### config.mk
export PLATFORM = sky130hd
export DESIGN_NAME = if_id_pipe_reg
export DESIGN_NICKNAME = d
export VERILOG_FILES = /design/src/rtl/riscv_pkg.sv /design/src/rtl/imm_sel_decode.sv /design/src/rtl/if_id_pipe_reg.sv
export SDC_FILE = /design/constraint.sdc
export NUM_CORES = 1
export LEC_CHECK = 0
export CAP_MARGIN = 10
export CORE_MARGIN = 1
export CORE_UTILIZATION = 27
export CTS_CLUSTER_SIZE = 14
export DETAILED_ROUTE_END_ITERATION = 7
export PLACE_DENSITY = 0.58
export SLEW_MARGIN = 0
export SYNTH_ARGS = -nofsm -noshare
export SYNTH_HDL_FRONTEND = slang
export SYNTH_HIERARCHICAL = 1
export SYNTH_SLANG_ARGS = --single-unit
export TNS_END_PERCENT = 20
### constraint.sdc
create_clock -name clk -period 3.04 [get_ports clk]
set_clock_uncertainty 0.1 [all_clocks]
set_input_delay 0.456 -clock clk [delete_from_list [all_inputs] [get_ports clk]]
set_output_delay 0.456 -clock clk [all_outputs]
set_load 0.005 [all_outputs]
### src/rtl/riscv_pkg.sv
// Shared RISC-V constants for the front-end stages: opcodes, the immediate
// select encoding consumed by the Stage2 mux4to1, the canonical NOP and the
// IF/ID register state encoding.
package riscv_pkg;

  // Base opcodes (instr[6:0])
  localparam logic [6:0] OPC_LOAD   = 7'b0000011;
  localparam logic [6:0] OPC_OPIMM  = 7'b0010011;
  localparam logic [6:0] OPC_STORE  = 7'b0100011;
  localparam logic [6:0] OPC_BRANCH = 7'b1100011;
  localparam logic [6:0] OPC_LUI    = 7'b0110111;
  localparam logic [6:0] OPC_AUIPC  = 7'b0010111;
  localparam logic [6:0] OPC_JAL    = 7'b1101111;
  localparam logic [6:0] OPC_JALR   = 7'b1100111;
  localparam logic [6:0] OPC_OP     = 7'b0110011;
  localparam logic [6:0] OPC_SYSTEM = 7'b1110011;
  localparam logic [6:0] OPC_FENCE  = 7'b0001111;

  // Stage2 immediate mux select; U and J share input 3 of the mux,
  // the J layout is distinguished by the separate jal flag.
  localparam logic [1:0] IMM_SEL_I  = 2'b00;
  localparam logic [1:0] IMM_SEL_S  = 2'b01;
  localparam logic [1:0] IMM_SEL_B  = 2'b10;
  localparam logic [1:0] IMM_SEL_UJ = 2'b11;

  // addi x0, x0, 0
  localparam logic [31:0] NOP_INSTR = 32'h00000013;

  // Pre-decode result carried alongside an instruction
  typedef struct packed {
    logic [1:0] imm_sel;
    logic       jal;
    logic       illegal;
  } predec_t;

  // Pre-decode of the NOP / an empty slot
  localparam predec_t PREDEC_NONE = '{imm_sel: IMM_SEL_I, jal: 1'b0, illegal: 1'b0};

  // IF/ID occupancy, encoded as {main_valid, skid_valid}. 2'b01 is unreachable.
  typedef enum logic [1:0] {
    ST_EMPTY = 2'b00,
    ST_ONE   = 2'b10,
    ST_FULL  = 2'b11
  } pipe_state_e;

  // Major opcode field of an instruction word
  function automatic logic [6:0] opcode_of(input logic [31:0] instr);
    return instr[6:0];
  endfunction

endpackage

### src/rtl/imm_sel_decode.sv
// Combinational opcode pre-decode: picks the Stage2 immediate format and
// flags JAL and unrecognised opcodes. R-type uses no immediate; it is given
// the I select so the mux input is simply ignored downstream.
module imm_sel_decode
  import riscv_pkg::*;
(
  input  logic [6:0] opcode,
  output logic [1:0] imm_sel,
  output logic       jal,
  output logic       illegal
);

  // Opcode -> immediate format, JAL flag, illegal flag
  always_comb begin
    imm_sel = IMM_SEL_I;
    jal     = 1'b0;
    illegal = 1'b0;
    case (opcode)
      OPC_LOAD,
      OPC_OPIMM,
      OPC_JALR,
      OPC_SYSTEM,
      OPC_FENCE,
      OPC_OP:     imm_sel = IMM_SEL_I;
      OPC_STORE:  imm_sel = IMM_SEL_S;
      OPC_BRANCH: imm_sel = IMM_SEL_B;
      OPC_LUI,
      OPC_AUIPC:  imm_sel = IMM_SEL_UJ;
      OPC_JAL: begin
        imm_sel = IMM_SEL_UJ;
        jal     = 1'b1;
      end
      default:    illegal = 1'b1;
    endcase
  end

endmodule

### src/rtl/if_id_pipe_reg.sv
// Fetch -> decode pipeline register with a 2-entry skid buffer.
//
// Handshake: on each side a beat transfers at a rising edge where valid and
// ready are both high. A producer holds valid (and its data) until the beat
// transfers; id_* stay stable while id_valid=1 and id_ready=0. if_ready is
// the inverse of the registered skid occupancy, so there is no combinational
// path from id_ready to if_ready and the stage still sustains one beat per
// cycle: a beat that arrives while decode stalls parks in the skid entry.
//
// The opcode is pre-decoded on the fetch side and stored with the beat, so
// the Stage2 immediate select leaves this register already registered.
module if_id_pipe_reg #(
  parameter int          N         = 32,
  parameter logic [31:0] NOP_INSTR = riscv_pkg::NOP_INSTR
) (
  input  logic          clk,
  input  logic          rst_n,
  input  logic          flush,
  input  logic          if_valid,
  output logic          if_ready,
  input  logic [31:0]   if_instr,
  input  logic [N-1:0]  if_pc,
  output logic          id_valid,
  input  logic          id_ready,
  output logic [31:0]   id_instr,
  output logic [N-1:0]  id_pc,
  output logic [1:0]    id_imm_sel,
  output logic          id_jal,
  output logic          id_illegal,
  output logic [15:0]   bubble_cnt
);

  import riscv_pkg::*;

  localparam logic [15:0] BUBBLE_MAX = 16'hFFFF;

  // Occupancy state; kept as a named enum so checkers can bind to it
  pipe_state_e state_q;
  pipe_state_e state_d;

  logic main_valid;
  logic skid_valid;
  logic in_fire;
  logic out_fire;

  // Data-path strobes produced by the next-state logic
  logic load_main_in;
  logic load_main_skid;
  logic clear_main;
  logic load_skid;

  // Main (output) entry and skid entry payloads
  logic [31:0]  main_instr;
  logic [N-1:0] main_pc;
  predec_t      main_dec;
  logic [31:0]  skid_instr;
  logic [N-1:0] skid_pc;
  predec_t      skid_dec;

  // Pre-decode of the incoming beat
  predec_t      in_dec;

  imm_sel_decode u_imm_sel_decode (
    .opcode  (opcode_of(if_instr)),
    .imm_sel (in_dec.imm_sel),
    .jal     (in_dec.jal),
    .illegal (in_dec.illegal)
  );

  assign main_valid = (state_q != ST_EMPTY);
  assign skid_valid = (state_q == ST_FULL);

  assign if_ready = !skid_valid;
  assign id_valid = main_valid;

  assign in_fire  = if_valid && if_ready;
  assign out_fire = main_valid && id_ready;

  // Occupancy state register
  always_ff @(posedge clk or negedge rst_n) begin
    if (!rst_n) begin
      state_q <= ST_EMPTY;
    end else begin
      state_q <= state_d;
    end
  end

  // Next occupancy and data-path strobes; flush overrides every handshake
  always_comb begin
    state_d        = state_q;
    load_main_in   = 1'b0;
    load_main_skid = 1'b0;
    clear_main     = 1'b0;
    load_skid      = 1'b0;
    if (flush) begin
      state_d    = ST_EMPTY;
      clear_main = 1'b1;
    end else begin
      case (state_q)
        ST_EMPTY: begin
          if (in_fire) begin
            state_d      = ST_ONE;
            load_main_in = 1'b1;
          end
        end
        ST_ONE: begin
          if (in_fire && out_fire) begin
            load_main_in = 1'b1;
          end else if (in_fire) begin
            state_d   = ST_FULL;
            load_skid = 1'b1;
          end else if (out_fire) begin
            state_d    = ST_EMPTY;
            clear_main = 1'b1;
          end
        end
        ST_FULL: begin
          if (out_fire) begin
            state_d        = ST_ONE;
            load_main_skid = 1'b1;
          end
        end
        default: begin
          state_d    = ST_EMPTY;
          clear_main = 1'b1;
        end
      endcase
    end
  end

  // Main entry: load from fetch, refill from skid, or fall back to the NOP.
  // The PC is left alone when emptying; it is meaningless while id_valid=0.
  always_ff @(posedge clk or negedge rst_n) begin
    if (!rst_n) begin
      main_instr <= NOP_INSTR;
      main_pc    <= '0;
      main_dec   <= PREDEC_NONE;
    end else if (clear_main) begin
      main_instr <= NOP_INSTR;
      main_dec   <= PREDEC_NONE;
    end else if (load_main_in) begin
      main_instr <= if_instr;
      main_pc    <= if_pc;
      main_dec   <= in_dec;
    end else if (load_main_skid) begin
      main_instr <= skid_instr;
      main_pc    <= skid_pc;
      main_dec   <= skid_dec;
    end
  end

  // Skid entry: captures a beat that arrives while decode is stalled
  always_ff @(posedge clk or negedge rst_n) begin
    if (!rst_n) begin
      skid_instr <= NOP_INSTR;
      skid_pc    <= '0;
      skid_dec   <= PREDEC_NONE;
    end else if (load_skid) begin
      skid_instr <= if_instr;
      skid_pc    <= if_pc;
      skid_dec   <= in_dec;
    end
  end

  // Saturating count of cycles where decode was ready but had nothing to take
  always_ff @(posedge clk or negedge rst_n) begin
    if (!rst_n) begin
      bubble_cnt <= '0;
    end else if (id_ready && !main_valid && (bubble_cnt != BUBBLE_MAX)) begin
      bubble_cnt <= bubble_cnt + 16'd1;
    end
  end

  assign id_instr   = main_instr;
  assign id_pc      = main_pc;
  assign id_imm_sel = main_dec.imm_sel;
  assign id_jal     = main_dec.jal;
  assign id_illegal = main_dec.illegal;

endmodule
==> key figures <==
Status
  • Status: complete, no violations

Global routing
  • Total gr overflow: 0
  • Vias in the first global route: 5109
  • Largest net degree at the start of global routing: 70
  • Global-route wire length before repair: around 28 mm
  • GRT Overall Usage: 13.3%
  • Initial antenna violation count: 0

Clock tree
  • Max Buffers Root-to-Sink: 2
  • Post-CTS Resized: 0
  • Post CTS Setup Buffer Count: 0
  • # H-tree levels: 4
  • CTS tree: built
  • Clock sinks: 154
  • CTS Buf Count: 17
  • Clk root buf: clkbuf_16
  • Latest clock arrival within the worst-skew pair: about 0.41 ns
  • Clk pin slew, worst setup/hold paths: 0.06 ns
  • Number of hold buffers added after CTS: 1

Layout
  • P&R area growth vs syn: 36.6%
  • Design area: roughly 9500 um^2
  • Register Area: slightly below 4000 um^2
  • Share of layout cells above drive strength 1: slightly below 30%
  • Fill count: approximately 2400
  • Nets: roughly 720
  • Diodes inserted: 0
  • Multi-input logic area: 2900 um^2

Drt
  • Via-to-Cell Ratio: about 4.6
  • Drt initial violations: roughly 170
  • First-pass DRT Iterations: 4
  • DR DRC count: 0
  • Drt wl/cell: 16.5 um
  • Vias post-DR: about 4600
  • Drt total wl: ~16 mm
  • Antenna violation net count after detailed routing: 0

Worst setup path
  • Buffers & Inverters on Critical Path: 3
  • RR Startpoint: state_q[0]
  • Critical path required time: approximately 2.5 ns
  • CP max stage delay: 0.52 ns
  • Crit path max fanout: 7
  • Crit path kind: reg -> out
  • CP top delay family: buffers and inverters
  • Crit path DAT: about 1.8 ns
  • Critical path origin: state_q[0]
  • Critical-path top delay cell: clkdlybuf4s50_1
  • R2R Setup Slk: around 0.74 ns
  • CP most frequent cell: inv_1
  • Critical path endpoint category: output port
  • Worst reg-to-reg path cell count: 6
  • Crit path launch type: register
  • Critical path depth: 4
  • CP Capture Point: id_valid
  • Worst path cell trace: inv_1 -> ha_1 -> inv_1 -> clkdlybuf4s50_1
  • R2r endpoint: id_pc[23]

Timing
  • Final Hold Viols: 0
  • Tmin final: 2.37 ns
  • Max Slew Vio Count: 0
  • Slew at the pin closest to its max-slew limit: 0.523 ns
  • # setup viols final: 0
  • Setup WS post-layout: about 0.67 ns
  • RSZ-0062 raised after global routing: false
  • WHS: approximately 0.36 ns
  • Final worst path period share: between 70% and 80%
  • Total negative setup slack: 0 ns
  • Worst slew margin relative to its limit: approximately two thirds
  • Max Fclk: 422 MHz

Synth
  • Post-synth EDFFs: 0
  • Synth warn: 6
  • Synth async-reset ratio: 100%
  • Dominant cell type by area after synthesis: dfrtp_1
  • Syn Std Cell Area: 6920 um^2
  • Most used DFF post-synth: dfrtp_1
  • Seq/Total Area, Yosys: a little under three fifths
  • Syn_nets: ~570
  • Synth area leaders: dfrtp_1, mux2_2, mux2i_1
  • Synth cell types: 45
  • Post-Syn Area per Cell: between 10 and 15 um^2
  • Yosys reg bits: 154
  • Cell count after synthesis: 493
  • Share of the synthesized area in the top cell type: between 50% and 60%

Power and ir drop
  • Power per cell area: about 840 nW/um^2
  • Reg power frac: between 40 and 50%
  • Switch Pwr: approximately 2.3 mW
  • Sw frac: between 20% and 30%
  • Leakage power: about 3.9 nW
  • Logic pwr share: between 30 and 40%
  • Pint: about 5.7 mW
  • Peak VDD IR: between 0.3 and 0.4 mV
  • Clock network power share: between 20% and 30%
  • Total Power Consumption: ~8.0 mW

Place
  • HPWL Detailed: about 11 mm
  • Dpl cell area: about 8900 um^2
  • Port Buffer Count: roughly 150
  • GPL Wtd Cong: around 0.77
  • DP Worst Slack: 0.453 ns

Floorplanning
  • Starting Density: between 20% and 30%
  • IO Count: 155
  • Core area: approximately 25000 um^2
  • Die Y: between 150 and 200 um
  • Die ar.: between 20000 and 30000 um^2
  • Rows: 58
  • Width of the chip: around 160 um

Min path
  • Hold path start: id_instr[1]
  • Hold WC Path Type: reg -> reg

Run
  • Max Cap Viol: 0
-- layout make-up --
class	instances	area share (%)
inverters	9	0.357
flip-flops and latches	154	40.8
clock inverters	13	1.24
repair buffers	163	17.8
multi-input cells	305	30.7
clock buffers	19	4.68
well taps	330	4.36
-- cell families after synthesis --
| group | count (synthesis) | share of synthesized area (%) |
|---|---|---|
| multiplexers | 171 | 27.2 |
| flip-flops | 154 | 55.8 |
| AND/OR/NAND/NOR | 61 | 5.60 |
| AO/OA/AOI/OAI | 55 | 6.36 |
| buffers and inverters | 34 | 2.51 |
| XOR/XNOR | 13 | 1.64 |
| adder cells (fa/ha/maj) | 5 | 0.904 |
-- placed cells by master, fill, tap and decap left out, types with 5 or more instances in the layout --
master	Yosys	layout
nand2_1	11	10
dfrtp_1	148	148
o2bb2ai_1	33	33
clkbuf_16	0	17
inv_1	8	8
nor3_1	7	7
xor2_1	9	9
mux2i_1	33	33
clkdlybuf4s50_1	0	153
dfstp_2	6	6
a2bb2oi_1	5	5
buf_12	0	6
a21oi_1	7	7
nor2_1	6	6
ha_1	5	5
nand3_1	11	11
mux2_2	138	138
-- worst min-delay path by stage --
| stage | cells after the start | to | slack, ns |
|---|---|---|---|
| final | 2 | id_instr[1] | 0.36 |
| after global routing | 2 | id_instr[1] | 0.38 |
| after CTS | 2 | id_instr[1] | 0.37 |
| after detailed placement | 1 | skid_instr[19] | 0.34 |
| after global placement | 1 | id_instr[19] | 0.33 |
| after floorplan | 0 | bubble_cnt[0] | 0.06 |
-- power groups by stage --
stage	clock network [mW]	logic, mW	registers, mW
after floorplan	0	1.44	3.27
after global placement	0	2.60	3.31
after detailed placement	0	2.68	3.35
after CTS	2.12	2.69	3.32
after global routing	2.23	2.88	3.43
final	2.03	2.63	3.32
-- through the flow --
step,util [%],instances
2_1_floorplan,-,493
3_3_place_gp,35.3,960
3_5_place_dp,35.3,960
4_1_cts,37.6,993
5_1_grt,37.6,993
6_report,37.6,993
-- Yosys cell counts (2+ instances only) --
cell	number
dfrtp_1	148
mux2_2	138
mux2i_1	33
o2bb2ai_1	33
buf_2	13
nand2_1	11
nand3_1	11
xor2_1	9
inv_1	8
a21oi_1	7
nor3_1	7
dfstp_2	6
nor2_1	6
a2bb2oi_1	5
buf_1	5
ha_1	5
nor2b_1	4
o21ai_0	4
xnor2_1	4
buf_6	3
nand2b_1	3
and3_1	2
buf_4	2
clkbuf_1	2
nand4_1	2
nor3_2	2
nor4b_1	2
-- tightest hold or removal path, stage by stage (launching register included) --
cell and delay, ns:
dfstp_2 0.37, inv_1 0.04, a2bb2oi_1 0.05
-- flip-flops by register name, summed over array words and instances, names as in the netlist --
name / cells
id_imm_sel: 2
id_illegal: 1
id_jal: 1
skid_instr: 32
id_instr: 32
id_pc: 32
bubble_cnt: 16
skid_dec: 4
state_q: 2
skid_pc: 32
-- metal layers --
| metal | up-vias | GRT usage, % | wire [um] |
|---|---|---|---|
| met5 | - | 0 | 0 |
| met3 | 8 | 3.78 | 742 |
| li1 | 2128 | - | - |
| met1 | 2363 | 16.5 | 7220 |
| met4 | 0 | 3.86 | 124 |
| met2 | 88 | 22.4 | 8250 |
Note: power is estimated with default switching activity, not from simulation.
